`src/rtl/lc3b_types.sv`:
```
// Shared LC-3b types used by the memory arbiter: line/address typedefs and
// the arbiter state encoding.
package lc3b_types;

   localparam int LC3B_ADDR_W = 16;
   localparam int LC3B_LINE_W = 128;

   typedef logic [LC3B_LINE_W-1:0] lc3b_line;
   typedef logic [LC3B_ADDR_W-1:0] lc3b_word;

   typedef enum logic [1:0] {
      ARB_IDLE    = 2'd0,
      ARB_SERVE_I = 2'd1,
      ARB_SERVE_D = 2'd2
   } arb_state_t;

endpackage

```
`src/rtl/arb_starve_counter.sv`:
```
// Counts data grants taken while the instruction side waits; flags when the
// instruction side must be granted next. Used only with ARB_STARVE_GUARD_EN.
module arb_starve_counter #(
   parameter int STARVE_LIMIT = 4
) (
   input  logic clk,
   input  logic rst_n,
   input  logic i_read,
   input  logic d_grant,
   input  logic i_grant,
   output logic starve
);

   localparam int CNT_W = $clog2(STARVE_LIMIT + 1);
   localparam logic [CNT_W-1:0] LIMIT = CNT_W'(STARVE_LIMIT);

   logic [CNT_W-1:0] cnt;

   always_ff @(posedge clk or negedge rst_n) begin
      if (!rst_n)
         cnt <= '0;
      else if (!i_read || i_grant)
         cnt <= '0;
      else if (d_grant && cnt != LIMIT)
         cnt <= cnt + 1'b1;
   end

   assign starve = i_read && (cnt == LIMIT);

endmodule

```
`src/rtl/mem_arbiter.sv`:
```
// Shares one physical-memory port between the LC-3b I-cache and D-cache.
// Data side wins by default; define ARB_STARVE_GUARD_EN to bound I-side wait.
module mem_arbiter
   import lc3b_types::*;
#(
   parameter int ADDR_W       = LC3B_ADDR_W,
   parameter int LINE_W       = LC3B_LINE_W,
   parameter int STARVE_LIMIT = 4
) (
   input  logic              clk,
   input  logic              rst_n,
   input  logic              i_read,
   input  logic [ADDR_W-1:0] i_addr,
   output logic [LINE_W-1:0] i_rdata,
   output logic              i_resp,
   input  logic              d_read,
   input  logic              d_write,
   input  logic [ADDR_W-1:0] d_addr,
   input  logic [LINE_W-1:0] d_wdata,
   output logic [LINE_W-1:0] d_rdata,
   output logic              d_resp,
   output logic              pmem_read,
   output logic              pmem_write,
   output logic [ADDR_W-1:0] pmem_address,
   output logic [LINE_W-1:0] pmem_wdata,
   input  logic [LINE_W-1:0] pmem_rdata,
   input  logic              pmem_resp
);

   arb_state_t state, state_nxt;
   logic       d_req;
   logic       starve_force;

   assign d_req   = d_read | d_write;
   assign i_rdata = pmem_rdata;
   assign d_rdata = pmem_rdata;

`ifdef ARB_STARVE_GUARD_EN
   logic d_grant, i_grant;

   assign d_grant = (state == ARB_IDLE) && (state_nxt == ARB_SERVE_D);
   assign i_grant = (state == ARB_IDLE) && (state_nxt == ARB_SERVE_I);

   arb_starve_counter #(.STARVE_LIMIT(STARVE_LIMIT)) u_starve (
      .clk     (clk),
      .rst_n   (rst_n),
      .i_read  (i_read),
      .d_grant (d_grant),
      .i_grant (i_grant),
      .starve  (starve_force)
   );
`else
   assign starve_force = 1'b0;
`endif

   always_ff @(posedge clk or negedge rst_n) begin
      if (!rst_n)
         state <= ARB_IDLE;
      else
         state <= state_nxt;
   end

   // Outputs decode from state, so an async reset zeroes them immediately.
   always_comb begin
      state_nxt    = state;
      pmem_read    = 1'b0;
      pmem_write   = 1'b0;
      pmem_address = '0;
      pmem_wdata   = '0;
      i_resp       = 1'b0;
      d_resp       = 1'b0;
      case (state)
         ARB_IDLE: begin
            if (d_req && !starve_force)
               state_nxt = ARB_SERVE_D;
            else if (i_read)
               state_nxt = ARB_SERVE_I;
         end
         ARB_SERVE_D: begin
            pmem_write   = d_write;
            pmem_read    = d_read & ~d_write;
            pmem_address = d_addr;
            pmem_wdata   = d_wdata;
            d_resp       = pmem_resp;
            if (pmem_resp || !d_req)
               state_nxt = ARB_IDLE;
         end
         ARB_SERVE_I: begin
            pmem_read    = i_read;
            pmem_address = i_addr;
            i_resp       = pmem_resp;
            if (pmem_resp || !i_read)
               state_nxt = ARB_IDLE;
         end
         default: state_nxt = ARB_IDLE;
      endcase
   end

   // Read+write together is a D-cache bug; the write wins in hardware.
   a_d_rw_excl: assert property (@(posedge clk) disable iff (!rst_n)
      !(state == ARB_SERVE_D && d_read && d_write));

   a_limit_nonzero: assert property (@(posedge clk) STARVE_LIMIT > 0);

endmodule

```
`config.mk`:
```
export PLATFORM = sky130hd
export DESIGN_NAME = mem_arbiter
export DESIGN_NICKNAME = d
export VERILOG_FILES = /design/src/rtl/lc3b_types.sv /design/src/rtl/arb_starve_counter.sv /design/src/rtl/mem_arbiter.sv
export SDC_FILE = /design/constraint.sdc
export NUM_CORES = 1
export LEC_CHECK = 0
export ABC_CLOCK_PERIOD_IN_PS = 1400
export CAP_MARGIN = 20
export CELL_PAD_IN_SITES_DETAIL_PLACEMENT = 1
export CELL_PAD_IN_SITES_GLOBAL_PLACEMENT = 1
export CORE_AREA = 2 2 268 270
export CTS_CLUSTER_DIAMETER = 40
export CTS_CLUSTER_SIZE = 16
export DETAILED_ROUTE_END_ITERATION = 12
export DIE_AREA = 0 0 270 272
export HOLD_SLACK_MARGIN = 0.03
export PLACE_DENSITY = 0.53
export SLEW_MARGIN = 30
export SYNTH_ARGS = -nofsm -noshare
export SYNTH_HDL_FRONTEND = slang
export SYNTH_SLANG_ARGS = --single-unit
```
`constraint.sdc`:
```
create_clock -name clk -period 1.4 [get_ports clk]
set_input_delay 0.28 -clock clk [delete_from_list [all_inputs] [get_ports clk]]
set_output_delay 0.28 -clock clk [all_outputs]
set_load 0.02 [all_outputs]
```
Word level (Yosys, flattened, before mapping)
Index checks and enable logic that the tools add are counted.
- reductions and logical operators: 6
- eq/ne operators: 5
- bitwise gates (word level): 3
- muxes and demuxes: 11
- operator list (operator ; count):
    2-to-1 mux 128 bit ; 1
    one-hot mux 16 bit (2 select lines) ; 1
    2-to-1 mux 2 bit ; 4
    one-hot mux 2 bit (3 select lines) ; 1
    inequality test 2 bit (second input constant) ; 2
    2-to-1 mux 1 bit ; 3
    inequality test 3 bit (second input constant) ; 1
    AND reduction 3 bit ; 1
    == test 2 x 1 -> 1 bit (second input constant) ; 1
    == test 2 bit (second input constant) ; 1
    zero test 1 bit ; 2
    zero test 2 bit ; 1
    logical OR 1 bit ; 2
    one-hot mux 1 bit (2 select lines) ; 1
    AND 1 bit ; 1
    inverter 1 bit ; 1
    OR 1 bit ; 1
- bits in registers: 2
- logic and storage cells: 26

Longest topological paths before layout
Gate-level depths: netlist of the first run.
- depth after elaboration: 5
- gate-level depth with buffers: 6
- depth with buffers taken out: 5

Worst setup path before layout of the first run
OpenSTA, ideal clock, no wires.
- path kind: register -> output
- from: reg state[1]
- to: out pmem_address[0]
- required time: 1.120 ns
- data arrival time: 1.335 ns
- setup slack: -0.215 ns
- stages on the path, launching flop included: 5
- path through: dfrtp_1 -> inv_1 -> ha_1 -> clkbuf_1 -> nor2b_1
- longest elaborated chain between the ends: 2
- elaborated cells between the ends (all ways): 3
- those cells by class: 2 x eq/ne; 1 x mux
- RTL lines (item ; RTL line ; RTL):
    from (decl) ; mem_arbiter.sv:30 ; arb_state_t state, state_nxt;
    from (signal assigned) ; mem_arbiter.sv:60 ; state <= state_nxt;
    == test 2 x 1 -> 1 bit or == test 2 bit (tied branches) ; mem_arbiter.sv:72 ; case (state)
    one-hot mux 16 bit (2 select lines) * ; mem_arbiter.sv:72 ;
    to (decl) ; mem_arbiter.sv:24 ; output logic [ADDR_W-1:0] pmem_address,
Mark *: on every way between the ends. The rest lies on a longest branch, timed or not.

Worst setup path in the final report of the first run
- from: reg state[1]
- to: out pmem_address[11]
Same word-level chain as after synthesis.

==> results of run 1 <==
[placed cells by master (no fill, tap or decap), types with 2 or more instances in the layout]
master / n
buf_8: 6
nor2b_2: 7
buf_6: 131
clkbuf_16: 8
ha_4: 3
a22oi_2: 12
clkdlybuf4s50_1: 165
a22oi_1: 4
dfrtp_1: 2
nor2b_4: 9
inv_1: 2
buf_12: 35
diode_2: 6
o21ai_0: 2
and2_4: 124
o21ai_1: 2
buf_16: 6
buf_2: 5
buf_4: 19
and2_2: 8
[layout make-up]
type	instances	area [um^2]
multi-input combinational	181	1700
tap	950	1190
sequential	2	50.0
clock buffer	3	75.1
antenna	6	15.0
inverter	3	11.3
fill	8311	63300
timing repair buffer	372	4380
[cell families (layout without fill, tap and decap cells)]
family | after synthesis | count (layout)
fa+ha+maj | 4 | 4
compound gates | 24 | 24
other cells | 0 | 6
flops | 2 | 2
simple gates | 153 | 153
buf+inv | 278 | 378
[worst paths after layout]
path,to,slack (ns),depth (start not counted)
setup reg to reg,state[1]$_DFFE_PN0P_,-0.19,7
setup / recovery,pmem_address[11],-0.53,7
hold / removal,state[0]$_DFFE_PN0P_,0.24,1
min in group clk,d_rdata[83],0.56,0
max in group asynchronous,state[1]$_DFFE_PN0P_,1.02,1
hold reg to reg,state[0]$_DFFE_PN0P_,0.70,3
[per-stage QoR]
step / hold WS (ns) / setup TNS, ns / power, mW / util / cells
after detailed placement: 0.479 / -87.35 / 8.65 / 0.0898 / 1476
after global placement: 0.471 / -86.61 / 8.59 / 0.0898 / 1476
after CTS: 0.251 / -71.09 / 11.1 / 0.0955 / 1500
final: 0.244 / -65.25 / 12.5 / 0.105 / 1517
after floorplan: -0.0156 / -1.62 / 5.06 / - / 461
after global routing: 0.262 / -70.91 / 13.1 / 0.105 / 1511
[power by group through the flow]
| stage | logic, mW | clock network [mW] | registers (mW) |
|---|---|---|---|
| after floorplan | 4.97 | 0 | 0.0900 |
| after global placement | 8.50 | 0 | 0.0882 |
| after detailed placement | 8.56 | 0 | 0.0877 |
| after CTS | 10.5 | 0.434 | 0.0898 |
| after global routing | 12.6 | 0.438 | 0.0922 |
| final | 12.0 | 0.428 | 0.0901 |
[timing repair]
action | in CTS | in global routing
buffers inserted | 12 | 8
cloned | 9 | 6
hold endpoints to repair | 0 | 0
endpoints found under the setup margin | 150 | 150
resized for setup | 660 | 204
pin swaps | 10 | 4
[layer usage]
| metal | part of all wire | wire, um |
|---|---|---|
| met1 | 0.25 | 6330 |
| met2 | 0.55 | 14100 |
| met3 | 0.14 | 3530 |
| met4 | 0.067 | 1730 |
| met5 | 0.0035 | 89 |
==> results.txt, run 1 <==
The source of the critical timing path is state[1]$_DFFE_PN0P_. Wires add up to 25800 um. The critical path data required time is 1.12 ns.

The worst setup path is captured at a primary output. The met2 layer usage reported by global route came out at 0.127. The final RePlAce weighted congestion is 0.928. Of the total synthesized cell area, the portion taken by full adders, half adders and majority gates is 0.0154.

In the post-synthesis netlist, the biggest area contributors are buf_4, and2_1, a22oi_1. The CTS tree is built. The most common cell in the synthesized netlist is buf_4. By area, the combinational part of the netlist is dominated by buffers and inverters. The slew of the pin with the lowest slew margin is 0.241 ns. The area growth from synthesis to layout is 128%. The signal on the critical path passes through buf_6 -> ha_4 -> buf_12 -> buf_16 -> a22oi_2 -> nor2b_4 -> buf_6. For the worst-skew pair, the clock arrives at the later sink with an insertion delay of 0.22 ns. The final-stage net count is 861.

The row count came out at 98. In this run the critical register-to-register path is launched from state[0]$_DFFE_PN0P_. Setup repair after global routing could not meet its margin everywhere. For this run, the slowest stage of the critical path takes 0.39 ns. Synthesis inferred 2 register bits. The number of port buffers is 313. The share of final-layout standard cells stronger than drive strength 1 came out at 0.674. For this run, design rule violations remaining after detail routing come to 0. The worst clock skew on the final layout is 0.000107 ns. The number of buffers added by the clock tree synthesis step came out at 3. The post-synthesis net count is 759. The clock input transition at the sequential cells of the worst setup and hold paths came out at 0.03 ns.

The number of global-route vias before repair came out at 3670. The setup path with the least slack is of type flip-flop to primary output. Internal power comes to 7.34 mW. The flip-flop count of the largest register, all copies and words added is 2.

The initial antenna violation count came out at 18. The cell sitting at the root of the clock tree is a clkbuf_16. Of the total power, the share spent switching nets is 0.413. The hold violation count in the final report came out at 0. The final route contains 3359 vias. In this run the count of I/O pins placed on the die edge is 698.

The core region is 0.0708 mm^2. The number of DRC markers after the initial detailed-route iteration came out at 81. Once detail routing completed, the nets flagged for antenna violations numbered 0. The synthesized-area fraction occupied by and/or/nand/nor cells came out at 0.294. The number of different library cells used by synthesis comes to 23.

The setup violation total in the final timing report came out at 150. The slowest stage of the critical path is the dfrtp_1 cell. The met1 usage came out at 0.0424. The switching component of the power came out at 5.16 mW. The worst-case setup slack after placement came out at -0.773 ns. The sequential fraction of design power is 0.007.

The starting utilization of the core area came out at 0.0460. After synthesis the cells add up to 0.00325 mm^2. In this run the worst path has a maximum fanout of 6. The via-per-instance ratio came out at 2.21.

The die is 270 um wide. The worst slew slack as a fraction of its limit is 0.839. The iteration count of the initial detailed-routing pass came out at 4. The level count of the clock H-tree is 1. The clock net sink count came out at 2. Among all flip-flop cells after synthesis, the most frequent one is dfrtp_1. The family of cells with the greatest summed delay on the critical path is buffers and inverters. The fraction of met3 tracks used by global routing came out at 0.0403. The final worst setup slack came out at -0.531 ns.

For this run, asynchronously set or reset flops after synthesis account for 1.00. By count the netlist is led by buf_4, and2_1, a22oi_1, nor2b_1, clkbuf_1. The post-layout minimum cycle time came out at 1.93 ns. The achievable clock frequency came out at 0.518 GHz. The fraction of synthesized cell area taken by the top area cell type came out at 0.593. After synthesis, the mean cell area works out to 7.05 um^2. The area of all placed cells without fillers came out at 0.00741 mm^2. Of the total synthesized cell area, the portion taken by XOR and XNOR cells is 0. STA puts the critical path data arrival time at 1.65 ns. The deepest clock path buffer count came out at 2. The nature of the critical path startpoint is a flip-flop. The final reports fail on setup timing. The share of the Yosys chip area taken by registers is 0.0154. The total global-route track usage is 0.0636. The synthesized design contains 0 enable-type register cells. Of the total power, combinational logic draws 0.959. The count of max-cap constraint violations is 0. Yosys printed 0 warnings. The peak supply drop is 0.620 mV.

The library cell appearing most often on the critical path is buf_6. The mux share of post-synthesis cell area came out at 0. Dividing the final minimum period by the clock period gives 1.38.

Entering global routing, the biggest net connects 25 pins. The synthesized netlist cell count came out at 461. The number of pins with negative max-slew slack in the final report is 0.

Dividing total power by cell area gives a power density of 1690 mW/mm^2. The global-route wire length before repair is 31700 um. The flow ran to the end, but the final reports show violations. The reported leakage power is 2.88 nW.

The largest registers in the layout are state: 2 flops. The post-detailed-route wirelength per cell is 17.0 um. The die boundary height is 272 um.

The compound-gate portion of the synthesized area came out at 0.0539. The hold buffer count at cts came out at 0. The synthesized design spends more area on one cell type than any other, namely buf_4.

Ranked by flip-flop count, first place goes to state. The overall die area is 0.0734 mm^2. The number of buffers and inverters on the critical path is 4. The global routing stage identified its most utilized layer as met2. The tightest min-delay check is of the primary input to asynchronous set/reset pin type. The total overflow reported by the global router came out at 0.

The share of total power dissipated in the clock network is 0.034. Once placement finished, the instance area stood at 0.00635 mm^2. The post-detailed-placement half-perimeter wirelength came out at 20600 um.
(Power assumes the default switching activity.)
==> inputs of run 2 (changes only) <==
ABC_AREA = 1   (was not set)
CORE_AREA = 2 2 275 277   (was 2 2 268 270)
DIE_AREA = 0 0 277 279   (was 0 0 270 272)
==> results.txt, run 2 <==
The largest net degree at the start of global routing came to 27 (+8.0%). The die boundary height is 279 um (+2.6%). The achievable clock frequency is 0.507 GHz (-2.2%). The total length of routed met2 wires came out at 12900 um (-8.7%). The critical path data required time is 1.12 ns (about the same). The area of all placed cells without fillers is 0.00865 mm^2 (+17%). The worst slew slack as a fraction of its limit is 0.835 (-0.00308).

The synthesized area per cell came out at 5.57 um^2 (-21%). The deepest clock path buffer count is 2 (unchanged). The initial antenna violation count is 8 (-10). The worst-case setup slack after placement came out at -0.729 ns (+0.0436 ns). The run finished, with violations left. The global-route wire length before repair came out at 32400 um (+2.2%).

The largest registers in the layout are state: 2 flops. The peak supply drop came out at 1.06 mV (+70%). The met3 routed wirelength is 3960 um (+12%).

The detailed-routing wirelength on met1 is 7830 um (+24%). The largest fanout on the critical path came out at 7 (+1). The worst clock skew on the final layout is 0.00329 ns (+0.00319 ns).

The clock net sink count came out at 2 (unchanged). The area growth from synthesis to layout came out at 153%. The number of standard cells in the final layout excluding fillers is 1720 (+13%). The number of flops mapped to enable cells by yosys is 0 (unchanged). The iteration count of the initial detailed-routing pass came to 4 (unchanged). The final critical-path share of the clock period was 1.41 (+0.0308).

The number of global-route vias before repair was 4553 (+24%). The number of buffers added by the clock tree synthesis step was 3 (unchanged). The total global-route track usage is 0.0583 (-0.00530).

Routed signal wires occupy layers up through met5. The post-detailed-placement half-perimeter wirelength is 18400 um (-11%). Sorting the synthesized cells by how often they occur yields buf_4, nand2_1, inv_1. The synthesis warning total is 0 (unchanged).

The worst-skew pair later-pin latency is 0.23 ns (about the same). state holds more flip-flops than any other register. The starting utilization of the core area came to 0.0462 (+0.000254). The post-layout minimum cycle time came out at 1.97 ns (+0.0432 ns). The library cells used most frequently in the layout, excluding fill and tap cells, are clkdlybuf4s50_1, buf_6, inv_2.

The number of ports placed on the die boundary came out at 698 (unchanged). The reported leakage power is 4.17 nW (+45%). The final total negative setup slack is -65.10 ns (+0.147 ns).

The total overflow reported by the global router was 0 (unchanged). The post-detailed-route wirelength per cell is 15.2 um (-10%). The final-stage net count came out at 1048 (+22%). The count of antenna-violating nets left after detailed routing is 0 (unchanged). The slew of the pin with the lowest slew margin is 0.246 ns (+0.00460 ns). The fraction of synthesized cell area taken by the top area cell type is 0.579 (-0.0144). The final worst setup slack is -0.574 ns (-0.0432 ns). In the post-synthesis netlist, the cell with the most instances is buf_4. The most used flip-flop cell after synthesis is dfrtp_1. The count of distinct cell types in the synthesized netlist came out at 11 (-52%). The fraction of synthesis flops using an asynchronous set or reset pin is 1.00 (unchanged).

The master cell of the clock root buffer is clkbuf_16. The arrival time at the worst endpoint came out at 1.69 ns (+0.04 ns). The total vias in the final route is 4098 (+22%). The level count of the clock H-tree is 1 (unchanged).

The horizontal die dimension is 277 um (+2.6%). The cell area reported after detailed placement came to 0.00630 mm^2 (-0.93%). The power per cell area is 1700 mW/mm^2 (+1.1%).

The synthesized design spends more area on one cell type than any other, namely buf_4. The worst setup path is launched from a flip-flop. The final RePlAce weighted congestion came to 0.734 (-21%). The row count came out at 100 (+2.0%). Ranked by total cell area, the synthesized netlist is headed by buf_4, nand2_1, inv_1. The number of pins with negative max-slew slack in the final report is 0 (unchanged). The placed cell count is 1639 (+11%).

The setup violation total in the final timing report came out at 150 (unchanged). The post-synthesis net count was 913 (+20%). The hold violation count in the final report is 0 (unchanged). The overall die area came out at 0.0773 mm^2 (+5.2%). The post-detailed-route DRC marker count came to 0 (unchanged).

The number of port buffers was 313 (unchanged). TritonCTS built the clock tree. The core area is 0.0741 mm^2 (+4.7%). The synthesized netlist cell count came out at 615 (+33%).

The number of DRC markers after the initial detailed-route iteration is 58 (-28%). The clock input transition at the sequential cells of the worst setup and hold paths came out at 0.03 ns (about the same). The final reports fail on setup timing. The path class of the tightest hold or removal check is primary input to asynchronous set/reset pin. The total power after layout came out at 14.7 mW (+18%). The via-per-instance ratio came out at 2.38 (+7.6%). Setup repair after global routing could not meet its margin everywhere.

The count of max-cap constraint violations is 0 (unchanged). The final routed wirelength across all metal layers came out at 26200 um (+1.7%). The share of final-layout standard cells stronger than drive strength 1 was 0.713 (+0.0388). The post-synthesis instance area is 0.00342 mm^2 (+5.3%). The library cell used most frequently in the layout, excluding fill and tap cells, is clkdlybuf4s50_1.

By startpoint and endpoint, the worst setup path is classified as flip-flop to primary output. The flip-flop count of the largest register, all copies and words added is 2 (unchanged). The fraction of the yosys area taken by sequential cells is 0.0146 (-0.000771). The worst setup path is captured at a primary output.

The count of state elements after synthesis is 2 (unchanged).
[run 2: layout make-up]
class | count | area [um^2]
Timing Repair Buffer | 405 | 4860
Multi-Input combinational cell | 199 | 1860
Fill cell | 8708 | 65400
Antenna cell | 3 | 7.51
Clock buffer | 3 | 75.1
Inverter | 139 | 591
Sequential cell | 2 | 51.3
Tap cell | 969 | 1210
[run 2: worst paths after layout]
| check | from | end | slack, ns | cells after the start |
|---|---|---|---|---|
| max | state[0]$_DFFE_PN0P_ | pmem_address[0] | -0.57 | 8 |
| min | rst_n | state[0]$_DFFE_PN0P_ | 0.22 | 1 |
| max reg2reg | state[0]$_DFFE_PN0P_ | state[1]$_DFFE_PN0P_ | -0.03 | 8 |
| min reg2reg | state[0]$_DFFE_PN0P_ | state[0]$_DFFE_PN0P_ | 0.73 | 4 |
| max in group asynchronous | rst_n | state[1]$_DFFE_PN0P_ | 1.04 | 1 |
| min in group clk | pmem_rdata[78] | i_rdata[78] | 0.56 | 0 |
[run 2: what timing repair did]
action / CTS / global route
hold buffers: 0 / 0
setup endpoints to repair: 148 / 150
resized for setup: 731 / 324
buffers inserted: 36 / 28
pin swaps: 3 / 5
cloned: 12 / 7
[run 2: critical path, cell delays in order (launching register included)]
cell and delay (ns):
dfrtp_1 0.35, inv_2 0.07, buf_6 0.12, ha_4 0.33, clkinv_16 0.07, buf_8 0.12, buf_16 0.15, a21oi_4 0.12
buf_6 0.13
[run 2: power breakdown]
part / internal [mW] / switching [mW] / leakage (nW)
sequential: 0.0797 / 0.0309 / 0.0247
clock: 0.364 / 0.0762 / 0.0370
combinational: 7.34 / 6.86 / 4.11
total: 7.79 / 6.96 / 4.17
[run 2: cell families after synthesis]
family	Yosys count	share of synthesized area
compound gates	17	0.0249
fa+ha+maj	4	0.0146
buf+inv	414	0.747
flops	2	0.0146
simple gates	178	0.198
[run 2: layer usage]
metal / vias to the layer above / track usage
li1: 1734 / -
met1: 1750 / 0.0482
met2: 492 / 0.103
met3: 110 / 0.0392
met4: 12 / 0.0337
met5: - / 0.00813
[run 2: stage by stage]
stage	util	hold slack [ns]
after floorplan	-	-0.0156
after global placement	0.0850	0.457
after detailed placement	0.0850	0.458
after CTS	0.101	0.224
after global routing	0.117	0.227
final	0.117	0.223
